[src/rtl/fifo_unpack.sv]
// Unpacks 36-bit FWFT FIFO words (32 data bits + 4 byte enables) into a
// byte stream, lowest enabled byte first, dropping disabled bytes.
module fifo_unpack (
  input  logic        CLK,
  input  logic        RST,
  input  logic [35:0] FIFO_DO,
  input  logic        FIFO_EMPTY,
  output logic        FIFO_RDEN,
  output logic [7:0]  BYTE,
  output logic        VALID,
  input  logic        READY,
  output logic [31:0] COUNT
);

  logic [31:0] hold;
  logic [3:0]  pend;
  logic [31:0] count;
  logic        take;
  logic        last;
  logic [1:0]  sel;

  function automatic logic [1:0] low_idx(input logic [3:0] m);
    logic [1:0] idx;
    casez (m)
      4'b???1: idx = 2'd0;
      4'b??10: idx = 2'd1;
      4'b?100: idx = 2'd2;
      default: idx = 2'd3;
    endcase
    return idx;
  endfunction

  function automatic logic [3:0] clr_low(input logic [3:0] m);
    return m & (m - 4'd1);
  endfunction

  function automatic logic one_hot(input logic [3:0] m);
    return (m != 4'd0) && (clr_low(m) == 4'd0);
  endfunction

  // Output/handshake stage: byte select and pop decision from current state
  assign VALID     = (pend != 4'd0);
  assign take      = VALID && READY;
  assign last      = take && one_hot(pend);
  assign FIFO_RDEN = !RST && !FIFO_EMPTY && ((pend == 4'd0) || last);
  assign sel       = low_idx(pend);
  assign BYTE      = hold[{sel, 3'b000} +: 8];
  assign COUNT     = count;

  // State stage: a new word overrides the clear of the final pending bit
  always_ff @(posedge CLK or posedge RST) begin
    if (RST) begin
      hold  <= '0;
      pend  <= '0;
      count <= '0;
    end else begin
      if (take) begin
        count <= count + 32'd1;
      end
      if (FIFO_RDEN) begin
        hold <= FIFO_DO[31:0];
        pend <= FIFO_DO[35:32];
      end else if (take) begin
        pend <= clr_low(pend);
      end
    end
  end

endmodule

[config.mk]
export PLATFORM = sky130hd
export DESIGN_NAME = fifo_unpack
export DESIGN_NICKNAME = d
export VERILOG_FILES = /design/src/rtl/fifo_unpack.sv
export SDC_FILE = /design/constraint.sdc
export NUM_CORES = 1
export LEC_CHECK = 0
export BUFFER_PORTS_ARGS = -buffer_cell sky130_fd_sc_hd__buf_2
export CORE_ASPECT_RATIO = 0.8
export CORE_MARGIN = 2
export CORE_UTILIZATION = 52
export CTS_BUF_LIST = sky130_fd_sc_hd__clkbuf_4 sky130_fd_sc_hd__clkbuf_8 sky130_fd_sc_hd__clkbuf_16
export DETAILED_ROUTE_END_ITERATION = 16
export HOLD_SLACK_MARGIN = 0.08
export PLACE_DENSITY_LB_ADDON = 0.12
export SLEW_MARGIN = 20
export SYNTH_ARGS = -nofsm -noshare
export SYNTH_HDL_FRONTEND = slang
export SYNTH_SLANG_ARGS = --single-unit
[constraint.sdc]
create_clock -name CLK -period 5.71 [get_ports CLK]
set_input_delay 0 -clock CLK [delete_from_list [all_inputs] [get_ports CLK]]
set_output_delay 0 -clock CLK [all_outputs]
set_load 0.005 [all_outputs]
==> results by group <==
CTS
  – CTS tree: yes
  – Gates resized, CTS repair: 0
  – H-tree Lvls: 3
  – CTS Sinks: 68
  – Clk root buf: clkbuf_8
  – Post-CTS setup buffer count: 0
  – Num CTS Buffers: 9
  – Skew-Pair Late Insertion Delay: 340 ps
  – Clk buf depth: 2
  – Hold-fix buffers, CTS: 39
  – Clk slew on worst S/H paths: 80 ps

Power and ir drop
  – Pint: 1.04 mW
  – Seq pwr share: 47.7%
  – Power per Cell Area: 357 nW/um2
  – Comb power frac: 23.2%
  – Net Sw Frac: 29.8%
  – Clock network power share: 29.1%
  – Design Power: 1.48 mW
  – Psw: 0.440 mW
  – Leak pwr: 2.01 nW
  – Worst vdd rail ir drop: 0.214 mV

Place
  – Final Wtd Congestion: 0.738
  – Port bufs: 81
  – DP Wirelength: 4.14 mm

Floorplan
  – Die height: 72.6 um
  – Rows: 24
  – I/O Pins: 82
  – Full die area: 6510 um2
  – Initial Util: 55.0%
  – Core Box Area: 5560 um2
  – Die Wd: 89.7 um

STA
  – Worst clock skew: 12.8 ps
  – Hold Vio Cnt, Final: 0
  – Tightest Pin Transition: 828 ps
  – Minimum clock period: 2520 ps
  – # setup viols final: 0
  – RSZ-0062 raised after global routing: no
  – Pins Over Slew Limit: 0
  – Worst hold slack: 352 ps
  – Fmax: 398 MHz
  – Slew margin rel.: 44.8%
  – Sum of negative setup slack: 0 ps
  – Fin crit share: 44.0%

Drt
  – # DRC: 0
  – Via count: 2360
  – Routed Antenna Nets: 0
  – First-pass DRT Iterations: 4
  – Avg WL per Cell: 14.1 um
  – Routed wire length: 6.56 mm
  – Vias per Instance: 5.08
  – Starting DRT DRC Count: 105

Yosys
  – Yosys warnings: 0
  – Syn Area/Cell: 11.8 um2
  – Top FF cell, synth: dfrtp_1
  – Fraction of registers with async set/reset: 100%
  – Post-synth cell types: 32
  – Yosys reg bits: 68
  – Post-synth EDFFs: 0
  – Mapped Area: 3060 um2
  – Syn_nets: 299
  – Register area share after synthesis: 55.7%
  – Cells after Synth: 258

Global route
  – First-pass GRT wire length: 10.8 mm
  – Vias in the first global route: 2297
  – Largest net degree at the start of global routing: 69
  – Global route total overflow: 0
  – Initial antenna violation count: 0
  – Global Route Usage Sum: 21.6%

Worst setup path
  – CP top delay family: buffers and inverters
  – Crit-path cells: o21ai_0, a21oi_1, nor3_4, buf_4, a22o_1, dlygate4sd3_1
  – Startpoint types: flip-flop
  – WP data arrival: 2750 ps
  – Critical path class: flip-flop to flip-flop
  – Crit path max fanout: 37
  – Crit path buf inv count: 2
  – Critical-path top delay cell: dfrtp_1
  – Worst path required time: 5940 ps
  – CP max stage delay: 740 ps
  – Setup crit end kind: flip-flop

Final layout
  – Layout net count: 423
  – Area growth syn-to-layout: 35.5%
  – Layout cells sized above 1: 27.1%
  – Antenna diode count: 0

Hold path
  – Hold WC Path Type: input port to flip-flop

Status
  – Status: completed

Run
  – Max_cap viols: 0
==> path summary, 6_finish.rpt <==
kind	start	endpoint	slack (ps)	cells after the start
worst max register to register	pend[2]	pend[0]	3190	6
worst max-delay path	pend[2]	pend[0]	3190	6
max in group asynchronous	RST	hold[13]	4680	4
min in group asynchronous	RST	COUNT[4]	480	4
worst min-delay path	FIFO_EMPTY	pend[2]	350	4
worst min register to register	COUNT[31]	COUNT[31]	480	1
==> layout make-up <==
class / instances / area [um2]
clock buffers: 9 / 124
fillers: 378 / 1410
multi-input cells: 177 / 1300
repair buffers: 122 / 811
flip-flops and latches: 68 / 1700
clock inverters: 7 / 91.3
well taps: 78 / 97.6
inverters: 4 / 15.0
==> cell usage in the layout, fill, tap and decap left out, drive strengths merged, types with 3 or more instances in the layout <==
cell / netlist / final
a22o: 3 / 3
xor2: 10 / 10
inv: 4 / 4
and4: 3 / 3
and3: 3 / 3
dfrtp: 68 / 68
buf: 5 / 83
nand2b: 3 / 3
a21oi: 9 / 9
nand2: 22 / 22
nor3: 4 / 4
or4: 3 / 3
mux2i: 8 / 8
clkbuf: 4 / 9
dlygate4sd3: 0 / 39
nand4: 7 / 7
clkinv: 0 / 4
nor2: 19 / 19
o21ai: 10 / 10
mux2: 32 / 32
nand3: 10 / 10
xnor2: 21 / 21
==> cell usage after synthesis (2+ instances only) <==
cell type / instances / area (um2)
a21oi_1: 9 / 45.0
a22o_1: 3 / 26.3
and2_1: 2 / 12.5
and3_1: 3 / 18.8
and4_1: 3 / 26.3
buf_2: 4 / 20.0
clkbuf_1: 4 / 15.0
dfrtp_1: 68 / 1700
inv_1: 4 / 15.0
mux2_1: 32 / 360
mux2i_1: 8 / 80.1
nand2_1: 22 / 82.6
nand2b_1: 3 / 18.8
nand3_1: 10 / 50.1
nand4_1: 7 / 43.8
nor2_1: 18 / 67.6
nor3_4: 2 / 32.5
o21ai_0: 10 / 50.1
or2_1: 2 / 12.5
or4_1: 3 / 22.5
xnor2_1: 21 / 184
xor2_1: 10 / 87.6
==> layer usage <==
metal  GRT usage [%]  vias to the layer above  wire (um)
met5               0                        -          0
met4            8.55                        0        140
met3            6.10                       14        328
met2            34.3                       75       3020
met1            28.8                     1132       3060
li1                -                     1139          -
==> metrics by stage <==
stage          util, %  cells  cell area (um2)  setup slack, ps
3_3_place_gp      63.6    410             3540             3300
3_5_place_dp      63.6    410             3540             3260
6_report          74.5    465             4140             3190
4_1_cts           74.5    465             4140             3220
5_1_grt           74.5    465             4140             3040
2_1_floorplan        -    258             3060             3790
==> cells by family after synthesis <==
kind of cell | after synthesis | share of synthesized area [%]
AND/OR/NAND/NOR | 80 | 13.8
flip-flops | 68 | 55.7
multiplexers | 40 | 14.4
XOR/XNOR | 31 | 8.88
AO/OA/AOI/OAI | 25 | 5.08
buffers and inverters | 13 | 1.76
adder cells (fa/ha/maj) | 1 | 0.409
==> tightest hold or removal path: stages <==
cell	delay, ps
buf_2	110
nor3_4	40
buf_4	270
a21bo_1	240
==> sequential cells by signal (all words and copies together), names as in the netlist <==
register  flops
COUNT        32
pend          4
hold         32
==> power by group through the flow <==
| stage | Sequential [mW] | Clock, mW | Combinational (mW) |
|---|---|---|---|
| 6_report | 0.705 | 0.429 | 0.343 |
| 4_1_cts | 0.703 | 0.436 | 0.343 |
| 3_5_place_dp | 0.712 | 0 | 0.318 |
| 2_1_floorplan | 0.674 | 0 | 0.227 |
| 5_1_grt | 0.724 | 0.459 | 0.384 |
| 3_3_place_gp | 0.709 | 0 | 0.311 |
No activity file was read; power rests on OpenSTA's default activity.
